[config.mk]
export PLATFORM = sky130hd
export DESIGN_NAME = vga_timing_gen
export DESIGN_NICKNAME = d
export VERILOG_FILES = /design/src/rtl/vga_timing_gen.sv
export SDC_FILE = /design/constraint.sdc
export NUM_CORES = 1
export LEC_CHECK = 0
export CAP_MARGIN = 15
export CORE_MARGIN = 5
export CORE_UTILIZATION = 30
export DETAILED_ROUTE_END_ITERATION = 8
export PLACE_DENSITY = 0.56
export RECOVER_POWER = 50
export REMOVE_ABC_BUFFERS = 1
export SYNTH_ARGS = -nofsm -noshare
export SYNTH_HDL_FRONTEND = slang
export SYNTH_SLANG_ARGS = --single-unit
[constraint.sdc]
create_clock -name clk -period 8.1 [get_ports clk]
set_input_delay 1.62 -clock clk [delete_from_list [all_inputs] [get_ports clk]]
set_output_delay 1.62 -clock clk [all_outputs]
set_load 0.005 [all_outputs]
[src/rtl/vga_timing_gen.sv]
// vga_timing_gen: 640x480@60 raster timing (counters, syncs, bright) with an internal
// pixel-enable divider and a once-per-frame tick, all registered off the board clock.
module vga_timing_gen #(
    parameter int CLK_DIV     = 4,
    parameter int H_TOTAL     = 800,
    parameter int H_SYNC      = 96,
    parameter int H_VIS_START = 144,
    parameter int H_VIS_END   = 783,
    parameter int V_TOTAL     = 525,
    parameter int V_SYNC      = 2,
    parameter int V_VIS_START = 35,
    parameter int V_VIS_END   = 514
) (
    input  logic       clk,
    input  logic       rst,
    output logic       pix_en,
    output logic [9:0] hCount,
    output logic [9:0] vCount,
    output logic       hSync,
    output logic       vSync,
    output logic       bright,
    output logic       frame_tick
);
    localparam int            DW      = (CLK_DIV > 1) ? $clog2(CLK_DIV) : 1;
    localparam logic [DW-1:0] DIV_MAX = DW'(CLK_DIV - 1);
    localparam logic [9:0]    H_MAX   = 10'(H_TOTAL - 1);
    localparam logic [9:0]    V_MAX   = 10'(V_TOTAL - 1);
    localparam logic [9:0]    H_SW    = 10'(H_SYNC);
    localparam logic [9:0]    V_SW    = 10'(V_SYNC);
    localparam logic [9:0]    H_VS    = 10'(H_VIS_START);
    localparam logic [9:0]    H_VE    = 10'(H_VIS_END);
    localparam logic [9:0]    V_VS    = 10'(V_VIS_START);
    localparam logic [9:0]    V_VE    = 10'(V_VIS_END);

    logic [DW-1:0] div_cnt_q, div_cnt_d;
    logic [9:0]    h_cnt_q, h_cnt_d;
    logic [9:0]    v_cnt_q, v_cnt_d;
    logic          pix_en_q, pix_en_d;
    logic          h_sync_q, h_sync_d;
    logic          v_sync_q, v_sync_d;
    logic          bright_q, bright_d;
    logic          frame_tick_q, frame_tick_d;
    logic          step;
    logic          h_wrap;

    // Syncs and bright decode the next counter values so they land on the same edge as the counters.
    always_comb begin
        step         = div_cnt_q == DIV_MAX;
        h_wrap       = h_cnt_q == H_MAX;
        div_cnt_d    = step ? '0 : div_cnt_q + DW'(1);
        pix_en_d     = div_cnt_d == DIV_MAX;
        h_cnt_d      = step ? (h_wrap ? '0 : h_cnt_q + 10'd1) : h_cnt_q;
        v_cnt_d      = (step && h_wrap) ? ((v_cnt_q == V_MAX) ? '0 : v_cnt_q + 10'd1) : v_cnt_q;
        h_sync_d     = h_cnt_d >= H_SW;
        v_sync_d     = v_cnt_d >= V_SW;
        bright_d     = (h_cnt_d >= H_VS) && (h_cnt_d <= H_VE) && (v_cnt_d >= V_VS) && (v_cnt_d <= V_VE);
        frame_tick_d = step && h_wrap && (v_cnt_q == V_MAX);
    end

    always_ff @(posedge clk or negedge rst) begin
        if (!rst) begin
            div_cnt_q    <= '0;
            h_cnt_q      <= '0;
            v_cnt_q      <= '0;
            pix_en_q     <= 1'b0;
            h_sync_q     <= 1'b0;
            v_sync_q     <= 1'b0;
            bright_q     <= 1'b0;
            frame_tick_q <= 1'b0;
        end else begin
            div_cnt_q    <= div_cnt_d;
            h_cnt_q      <= h_cnt_d;
            v_cnt_q      <= v_cnt_d;
            pix_en_q     <= pix_en_d;
            h_sync_q     <= h_sync_d;
            v_sync_q     <= v_sync_d;
            bright_q     <= bright_d;
            frame_tick_q <= frame_tick_d;
        end
    end

    assign pix_en     = pix_en_q;
    assign hCount     = h_cnt_q;
    assign vCount     = v_cnt_q;
    assign hSync      = h_sync_q;
    assign vSync      = v_sync_q;
    assign bright     = bright_q;
    assign frame_tick = frame_tick_q;
endmodule
# [Yosys cells after proc, flatten, opt, wreduce, memory -nomap -nowiden]
# Index checks and enable logic that the tools add are counted.
[totals] register_bits=27 input_bits=2 out_inout_bits=25 elab_cells=31
[op_classes] addsub=3 n_lt_le_gt_ge=6 eq_ne=4 muxes=5 n_reduce_logical=5
[ops] operator="10-bit 2-to-1 mux" n=4
[ops] operator="10-bit by 1-bit adder with 10-bit output (second input constant)" n=2
[ops] operator="10-bit == test (second input constant)" n=2
[ops] operator="10-bit <= comparator (second input constant)" n=2
[ops] operator="10-bit by 2-bit greater-or-equal comparator with 1-bit output (second input constant)" n=1
[ops] operator="10-bit by 6-bit greater-or-equal comparator with 1-bit output (second input constant)" n=1
[ops] operator="10-bit by 7-bit greater-or-equal comparator with 1-bit output (second input constant)" n=1
[ops] operator="10-bit by 8-bit greater-or-equal comparator with 1-bit output (second input constant)" n=1
[ops] operator="1-bit logical AND" n=5
[ops] operator="2-bit == test (second input constant)" n=2
[ops] operator="2-bit by 1-bit adder with 2-bit output (second input constant)" n=1
[ops] operator="2-bit 2-to-1 mux" n=1

# [Depth between registers and ports, before layout]
# Gate-level depths: netlist (run 1).
[depth] word_depth=7 ltp_mapped=10 ltp_nobuf=9

# [Worst setup path before layout (run 1)]
# OpenSTA, ideal clock, no wires.
[synth_path] path_kind="register to register" from="register h_cnt_q[0] (netlist: hCount[0])" to="register bright_q (netlist: bright)" setup_time_ns=0.122 arrival_time_ns=2.584 required_ns=7.978 path_slack_ns=5.394 stages_incl_launch_ff=10 path_buffers=1 period_less_slack_ns=2.706 path_cell_list="dfrtp_1 ha_1 or4b_4 or3_1 buf_6 a221o_1 nor4b_4 a21boi_1 o21ai_1 a21oi_1"
[synth_via] word_cells_on_any_way=13 classes_between="add/sub: 1; order compare: 4; eq/ne: 1; mux: 3; reduce/logical: 4"
[synth_rtl] element="start: declaration" line="36" text="logic [9:0] h_cnt_q, h_cnt_d;"
[synth_rtl] element="start signal: assignment" line="72" text="h_cnt_q <= h_cnt_d;"
[synth_rtl] element="10-bit == test *" line="49" text="h_wrap = h_cnt_q == H_MAX;"
[synth_rtl] element="1-bit logical AND *" line="53" text="v_cnt_d = (step && h_wrap) ? ((v_cnt_q == V_MAX) ? '0 : v_cnt_q + 10'd1) : v_cnt_q;"
[synth_rtl] element="10-bit 2-to-1 mux *" line="53"
[synth_rtl] element="via v_cnt_d[2]" line="37" text="logic [9:0] v_cnt_q, v_cnt_d;"
[synth_rtl] element="10-bit by 6-bit greater-or-equal comparator with 1-bit output" line="56" text="bright_d = (h_cnt_d >= H_VS) && (h_cnt_d <= H_VE) && (v_cnt_d >= V_VS) && (v_cnt_d <= V_VE);"
[synth_rtl] element="1-bit logical AND" line="56"
[synth_rtl] element="1-bit logical AND *" line="56"
[synth_rtl] element="via bright_d" line="41" text="logic bright_q, bright_d;"
[synth_rtl] element="end signal: assignment" line="77" text="bright_q <= bright_d;"
[synth_rtl] element="end: declaration" line="41"
# Mark *: on every way through the listed nets, which the timed path passes. The rest lies on a longest branch.

==> impl_results.md, run 1 <==
* Die area at 6660 sq um
* # DRC at 0
* Resized cells post-CTS at 0
* Area of all sequential standard cells at 676 sq um
* Layout overhead on the synthesized area at 23.5%
* Gr usage total at 11.0%
* Setup WS pre-CTS at 5230 ps
* CP top delay family: buffers and inverters
* Fmax at 323 MHz
* Worst Tran Pin Value at 1490 ps
* Max Slew Vio Count at 0
* MaxCap Viol Count at 0
* Max incr delay on CP at 1080 ps
* Routed WL per cell at 13.2 um
* Cts hold-fix bufs at 0
* Top-area cell type share of the netlist area at 43.9%
* LEAKAGE at 0.776 nW
* TritonCTS clock tree: done
* Slack of the critical path at 5010 ps
* DRT antenna net count at 0
* Hold Fails Final Rpt at 0
* Postcts setup bufs at 0
* H-tree levels at 1
* Mapped Cells at 160
* Final Cycle Share at 38.2%
* FFs w/ async S/R, synth at 100%
* Run status: finished clean
* Ant diodes at 0
* # setup viols final at 0
* GRT overflow at 0
* WS Path Type: input port to async pin
* Num CTS Buffers at 3
* Clk_lat worst skew at 270 ps
* Die Wd at 81.6 um
* WP buf/inv at 2
* DP HPWL at 2520 um
* Fill cell count at 509
* Clk slew on worst S/H paths at 100 ps
* CTS sink cnt at 27
* Synth area leaders: dfrtp_1, xnor2_1, nand2_1
* Vias in the first global route at 1206
* Pre-Repair DR Iteration Count at 4
* R2R Path Start: hCount[0]$_DFF_PN0_
* Worst r2r path cells at 9
* Worst EP arrival at 3230 ps
* Share of cells above drive strength 1 at 6.45%
* Cell with the most instances after synthesis: dfrtp_1
* Maximum VDD drop at 41.5 uV
* RePlAce Congestion at 0.832
* Rel. slew slack at 0.678%
* Post-Syn Area at 1540 sq um
* Yosys warning count at 0
* CP Cell Sequence: dlygate4sd3_1 > clkbuf_1
* #FFs+latches synth at 27
* Worst Setup EP: hCount[7]$_DFF_PN0_
* Starting density of the core at 30.5%
* Syn_area_per_cell at 9.62 sq um
* Sequential area share after synthesis at 43.9%
* Dominant synthesized flop cell: dfrtp_1
* Vias per cell at 4.89
* Setup crit end kind: async pin
* Path category of the worst min-delay check: flop to flop
* First-pass GRT wire length at 5710 um
* Iter 0 DRT Violations at 37
* Final wirelength at 3380 um
* Post-synth EDFFs at 0
* CP Launch Type: input port
* Pwr per Cell Area at 114 nW/um^2
* Top Ports at 27
* Crit-path slowest cell: clkbuf_1
* Fin Setup TNS at 0 ps
* Max Root-Sink Buffers at 2
* # port buffers at 26
* Hold Path Cell Cnt at 1
* Crit path depth at 2
* Synth area leader: dfrtp_1
* Num rows at 26
* Clk_skew at 4.31 ps
* Crit. Startpoint: rst
* Clock Tree Root: clkbuf_8
* Via count at 1251
* R2R setup slack at 5130 ps
* Min Tclk post-route at 3090 ps
* Initial antenna violation count at 0
* R2r endpoint: bright$_DFF_PN0_
* Area occupied by multi-input gates at 790 sq um
* CP Data Required Time at 8240 ps
* Die Height at 81.6 um
* Netlist cell types at 45
* Post-synth top cells: dfrtp_1, nand2_1, nor2_1
* Nets at 194
* RSZ-0062 raised after global routing: false
* Worst-path maximum fanout at 27
* Core area at 5040 sq um
* Largest net degree at the start of global routing at 28
per-stage QoR:
step	power, mW	cell area (sq um)	util, %	hold slack (ps)	instances
2_1_floorplan	0.137	1500	-	424	154
3_3_place_gp	0.141	1860	36.9	436	252
3_5_place_dp	0.141	1860	36.9	442	252
4_1_cts	0.219	1910	37.8	463	256
5_1_grt	0.222	1900	37.7	479	256
6_report	0.216	1900	37.7	455	256
kinds of logic after synthesis:
logic type | count (synthesis) | synth area share, %
multiplexers | 4 | 2.76
XOR/XNOR | 10 | 5.69
AO/OA/AOI/OAI | 26 | 11.8
buffers and inverters | 14 | 4.55
flip-flops | 27 | 43.9
adder cells (fa/ha/maj) | 5 | 4.07
AND/OR/NAND/NOR | 74 | 27.2
sequential cells by signal (all words and copies together) (netlist names):
| name | count |
|---|---|
| bright | 1 |
| vSync | 1 |
| div_cnt_q | 2 |
| pix_en | 1 |
| hCount | 10 |
| hSync | 1 |
| frame_tick | 1 |
| vCount | 10 |
layout make-up:
| cell class | count | share of cell area [%] |
|---|---|---|
| clock buffer | 3 | 2.17 |
| clock inverter | 1 | 0.263 |
| inverter | 8 | 1.58 |
| multi-input combinational | 119 | 41.5 |
| sequential | 27 | 35.5 |
| tap | 70 | 4.61 |
| timing repair buffer | 28 | 14.3 |
power by group:
part           leakage [nW]  switching, mW  internal (mW)
logic                 0.387        0.00264       0.000412
registers             0.363              0          0.135
clock network        0.0255         0.0436         0.0345
total                 0.776         0.0463          0.170
cell usage in the layout, fill, tap and decap left out, drive strengths merged, types with 2 or more instances in the layout:
cell type	synthesis	layout
dfrtp	27	27
clkdlybuf4s50	0	25
nand2	18	18
nor2	12	12
nand3	9	9
inv	8	8
xnor2	8	8
o21ai	8	8
nor3	7	7
a21oi	7	7
or3	6	6
ha	5	5
clkbuf	3	4
nand4	2	2
nor2b	2	2
nand2b	2	2
nor4	2	2
and4	2	2
mux2	2	2
nand4b	2	2
xor2	2	2
and3	2	2
a31oi	2	2
mux2i	2	2
nor4b	2	2
o41ai	2	2
layer usage:
layer,global-route usage (%),share of wire [%],vias up
met5,0,0,-
met4,2.49,0.44,0
met3,2.96,5.8,2
met2,17.6,46,25
met1,14.8,48,601
li1,-,-,623
how the worst min path moves through the flow:
stage | endpoint | slack [ps] | start
detailed placement | div_cnt_q[0]$_DFF_PN0_ | 440 | div_cnt_q[0]$_DFF_PN0_
global placement | div_cnt_q[0]$_DFF_PN0_ | 440 | div_cnt_q[0]$_DFF_PN0_
finish | div_cnt_q[0]$_DFF_PN0_ | 460 | div_cnt_q[0]$_DFF_PN0_
CTS | div_cnt_q[0]$_DFF_PN0_ | 460 | div_cnt_q[0]$_DFF_PN0_
global route | div_cnt_q[0]$_DFF_PN0_ | 480 | div_cnt_q[0]$_DFF_PN0_
floorplan | div_cnt_q[0]$_DFF_PN0_ | 420 | div_cnt_q[0]$_DFF_PN0_
Note: power is estimated with default switching activity, not from simulation.
==> run 2: changes to the inputs <==
Clock period 8.1 ns to 3.1 ns, I/O delays scaled along.
==> impl_results.md, run 2 (synthesized netlist as in run 1, its figures left out) <==
* Gr usage total at 11.4%
* Vias in the first global route at 1204
* Max Slew Vio Count at 0
* M1 WL at 1680 um
* Pwr per Cell Area at 295 nW/um^2
* GRT overflow at 0
* # DRC at 0
* Commonest non-fill, non-tap cell in the layout: dfrtp_1
* LEAKAGE at 0.816 nW
* TritonCTS clock tree: done
* WHS Endpoint: div_cnt_q[0]$_DFF_PN0_
* Worst Tran Pin Value at 1460 ps
* Vias per cell at 4.74
* Cts hold-fix bufs at 0
* Starting density of the core at 30.5%
* RSZ-0062 raised after global routing: false
* R2R setup slack at 330 ps
* Clk slew on worst S/H paths at 100 ps
* Die Height at 81.6 um
* Most frequent cells in the layout: dfrtp_1, clkdlybuf4s50_1, nand2_1, nor2_1, nand3_1
* Hold path startpoint: div_cnt_q[0]$_DFF_PN0_
* Setup crit end kind: flop
* Rel. slew slack at 2.50%
* CP Launch Type: flop
* Clk_lat worst skew at 280 ps
* Share of cells above drive strength 1 at 8.90%
* Num CTS Buffers at 3
* Hold Fails Final Rpt at 0
* Area after DPL at 1900 sq um
* Largest net degree at the start of global routing at 28
* Hold Path Cell Cnt at 1
* Pre-Repair DR Iteration Count at 4
* Power, Total at 0.572 mW
* Nets at 199
* Fin Setup TNS at 0 ps
* Top Ports at 27
* Clk_skew at 8.12 ps
* Min Tclk post-route at 2770 ps
* Iter 0 DRT Violations at 51
* Wire length on met2 at 1600 um
* First-pass GRT wire length at 5820 um
* MaxCap Viol Count at 0
* Ant diodes at 0
* Die area at 6660 sq um
* Via count at 1237
* DP HPWL at 2660 um
* Routed WL per cell at 13.2 um
* Max Root-Sink Buffers at 2
* # port buffers at 26
* Hold WS at 460 ps
* R2r endpoint: bright$_DFF_PN0_
* Worst EP arrival at 2940 ps
* CTS sink cnt at 27
* Postcts setup bufs at 0
* Resized cells post-CTS at 0
* WL met3 at 124 um
* H-tree levels at 1
* Layout overhead on the synthesized area at 26.1%
* Maximum VDD drop at 121 uV
* DRT antenna net count at 0
* Core area at 5040 sq um
* Final wirelength at 3440 um
* Run status: finished clean
* Worst r2r path cells at 8
* Top sig layer: met4
* Fmax at 361 MHz
* Clock Tree Root: clkbuf_8
* Initial antenna violation count at 0
* Final Cell Area at 1940 sq um
* # setup viols final at 0
* Path category of the worst min-delay check: flop to flop
* Final Cycle Share at 89.3%
* CP Data Required Time at 3270 ps
* Worst-path maximum fanout at 7
* WS Path Type: flop to flop
* RePlAce Congestion at 0.840
* R2R Path Start: hCount[0]$_DFF_PN0_
* Die Wd at 81.6 um
* Num rows at 26
## run 2: cell types whose count changed in the layout (fill, tap and decap cells not counted)
cell             before  now
and2_0                1    0
and2_1                0    1
buf_4                 1    5
clkbuf_1              1    2
clkdlybuf4s50_1      25   20
clkinv_2              1    0
clkinvlp_4            0    1
dlygate4sd3_1         1    6
or4b_1                1    0
or4b_4                0    1
## run 2: area by class of cell
| cell class | count | area [sq um] |
|---|---|---|
| clock buffer | 3 | 41.3 |
| clock inverter | 1 | 7.51 |
| fill | 507 | 3100 |
| inverter | 8 | 30.0 |
| multi-input combinational | 119 | 793 |
| sequential | 27 | 676 |
| tap | 70 | 87.6 |
| timing repair buffer | 33 | 305 |
## run 2: metal layers
metal	global-route usage, %	vias to the layer above
li1	-	635
met1	15.4	580
met2	18.2	18
met3	2.19	4
met4	3.49	0
met5	0	-
## run 2: how the worst max path moves through the flow
| stage | from | endpoint | depth (start not counted) |
|---|---|---|---|
| detailed placement | hCount[0]$_DFF_PN0_ | bright$_DFF_PN0_ | 8 |
| finish | hCount[0]$_DFF_PN0_ | bright$_DFF_PN0_ | 8 |
| CTS | hCount[1]$_DFF_PN0_ | bright$_DFF_PN0_ | 8 |
| global route | hCount[1]$_DFF_PN0_ | bright$_DFF_PN0_ | 8 |
| global placement | hCount[0]$_DFF_PN0_ | bright$_DFF_PN0_ | 8 |
| floorplan | hCount[0]$_DFF_PN0_ | bright$_DFF_PN0_ | 8 |
## run 2: report_power, final
group	internal, mW	leakage [nW]	total (mW)	switching (mW)
Clock	0.0914	0.0217	0.212	0.121
Sequential	0.352	0.363	0.352	0
Combinational	0.00107	0.431	0.00783	0.00676
## run 2: critical path: stages, from the launching register on
cell and delay, ps:
dfrtp_1 460, ha_1 260, or4b_4 510, or3_1 380, a221o_1 400, nor4b_4 350, a21boi_1 110, o21ai_1 120
a21oi_1 70
## run 2: through the flow
step                utilization (%)  instances  worst slack, ps
floorplan                         -        154              303
global placement               37.7        257              415
detailed placement             37.7        257              348
CTS                            38.6        261              334
global route                   38.5        261              160
finish                         38.5        261              330
==> run 3: changes to the inputs <==
Settings changed: CORE_ASPECT_RATIO from default to 0.8.
==> impl_results.md, run 3 (synthesized netlist as in run 1, its figures left out) <==
* Area after DPL at 1880 sq um
* Most frequent cells in the layout: dfrtp_1, clkdlybuf4s50_1, nand2_1, nor2_1, nand3_1
* Fmax at 361 MHz
* Vias per cell at 4.96
* CTS sink cnt at 27
* Final Cycle Share at 89.3%
* Cell Int Power at 0.445 mW
* Worst EP arrival at 2920 ps
* Gr usage total at 10.9%
* MaxCap Viol Count at 1
* Iter 0 DRT Violations at 89
* Rel. slew slack at -0.965%
* Die Height at 74.1 um
* Clk slew on worst S/H paths at 80 ps
* Run status: finished with violations
* Maximum VDD drop at 187 uV
* DRT antenna net count at 0
* Max Slew Vio Count at 28
* # setup viols final at 0
* Path category of the worst min-delay check: flop to flop
* RePlAce Congestion at 0.805
* Postcts setup bufs at 0
* Setup crit end kind: flop
* LEAKAGE at 0.811 nW
* GRT overflow at 0
* H-tree levels at 1
* Cts hold-fix bufs at 0
* CP Data Required Time at 3250 ps
* Worst Tran Pin Value at 1510 ps
* Core area at 4980 sq um
* Starting density of the core at 30.9%
* Resized cells post-CTS at 0
* Fin Setup TNS at 0 ps
* WS Path Type: flop to flop
* Vias in the first global route at 1158
* Seq pwr share at 63.1%
* Area of all sequential standard cells at 676 sq um
* Layout overhead on the synthesized area at 24.7%
* Max Root-Sink Buffers at 2
* Slack of the critical path at 331 ps
* Clock Tree Root: clkbuf_8
* Num rows at 23
* Initial antenna violation count at 0
* Area occupied by multi-input gates at 793 sq um
* Hold Fails Final Rpt at 0
* First-pass GRT wire length at 5870 um
* CP Launch Type: flop
* R2R setup slack at 330 ps
* Clk_skew at 9.13 ps
* Util after Layout at 38.6%
* RSZ-0062 raised after global routing: false
* Top Ports at 27
* DP HPWL at 2620 um
* Final Cell Area at 1920 sq um
* P_sw at 0.112 mW
* Final wirelength at 3460 um
* Nets at 198
* Violated checks: capacitance limit, slew limit
* Power, Total at 0.557 mW
* Routed WL per cell at 13.7 um
* Clock power share at 35.4%
* Die Wd at 90.1 um
* # DRC at 0
* Worst-path maximum fanout at 7
* Net Sw Frac at 20.2%
* TritonCTS clock tree: done
* Pwr per Cell Area at 290 nW/um^2
* Via count at 1250
* Pre-Repair DR Iteration Count at 4
* Ant diodes at 0
* Die area at 6670 sq um
* Largest net degree at the start of global routing at 28
* Fill cell count at 511
* Commonest non-fill, non-tap cell in the layout: dfrtp_1
* Setup WS pre-CTS at 345 ps
* # port buffers at 26
* Comb power frac at 1.4%
* Num CTS Buffers at 3
* Min Tclk post-route at 2770 ps
* Clk_lat worst skew at 270 ps
* Share of cells above drive strength 1 at 7.89%
[run 3: cell types whose count changed in the layout (fill, tap and decap cells not counted), sizes merged]
cell      delta
buf          -1
clkinvlp     -1
clkbuf       +1
[run 3: final timing paths]
| path | cells past startpoint | endpoint | start |
|---|---|---|---|
| max in group asynchronous | 2 | hCount[3]$_DFF_PN0_ | rst |
| min reg2reg | 1 | div_cnt_q[0]$_DFF_PN0_ | div_cnt_q[0]$_DFF_PN0_ |
| min | 1 | div_cnt_q[0]$_DFF_PN0_ | div_cnt_q[0]$_DFF_PN0_ |
| max | 8 | bright$_DFF_PN0_ | hCount[0]$_DFF_PN0_ |
| max reg2reg | 8 | bright$_DFF_PN0_ | hCount[0]$_DFF_PN0_ |
| min in group asynchronous | 2 | vCount[2]$_DFF_PN0_ | rst |
[run 3: power by group through the flow]
| stage | sequential (mW) | clock, mW | combinational (mW) |
|---|---|---|---|
| finish | 0.352 | 0.197 | 0.00807 |
| global route | 0.352 | 0.225 | 0.0100 |
| CTS | 0.352 | 0.209 | 0.00980 |
| detailed placement | 0.359 | 0 | 0.00972 |
| global placement | 0.359 | 0 | 0.00955 |
| floorplan | 0.359 | 0 | 0.000000294 |
[run 3: critical path, cell delays in order (launching register included)]
cell	delay [ps]
dfrtp_1	440
ha_1	250
or4b_4	510
or3_1	380
a221o_1	410
nor4b_4	350
a21boi_1	110
o21ai_1	120
a21oi_1	80
[run 3: layout make-up]
cell class | count | area share, %
Tap cell | 62 | 4.04
Inverter | 8 | 1.56
Clock buffer | 4 | 2.35
Sequential cell | 27 | 35.2
Multi-Input combinational cell | 119 | 41.3
Timing Repair Buffer | 32 | 15.5
[run 3: through the flow]
step / hold slack [ps] / cells
after floorplan: 324 / 154
after global placement: 442 / 248
final: 458 / 252
after CTS: 465 / 252
after detailed placement: 453 / 248
after global routing: 478 / 252
[run 3: per-layer routing]
layer  routed length, um  vias up  global-route usage (%)
li1                    -      635                       -
met1                1810      597                    15.1
met2                1460       14                    16.2
met3                 125        4                    2.93
met4                  62        0                    4.46
met5                   0        -                       0
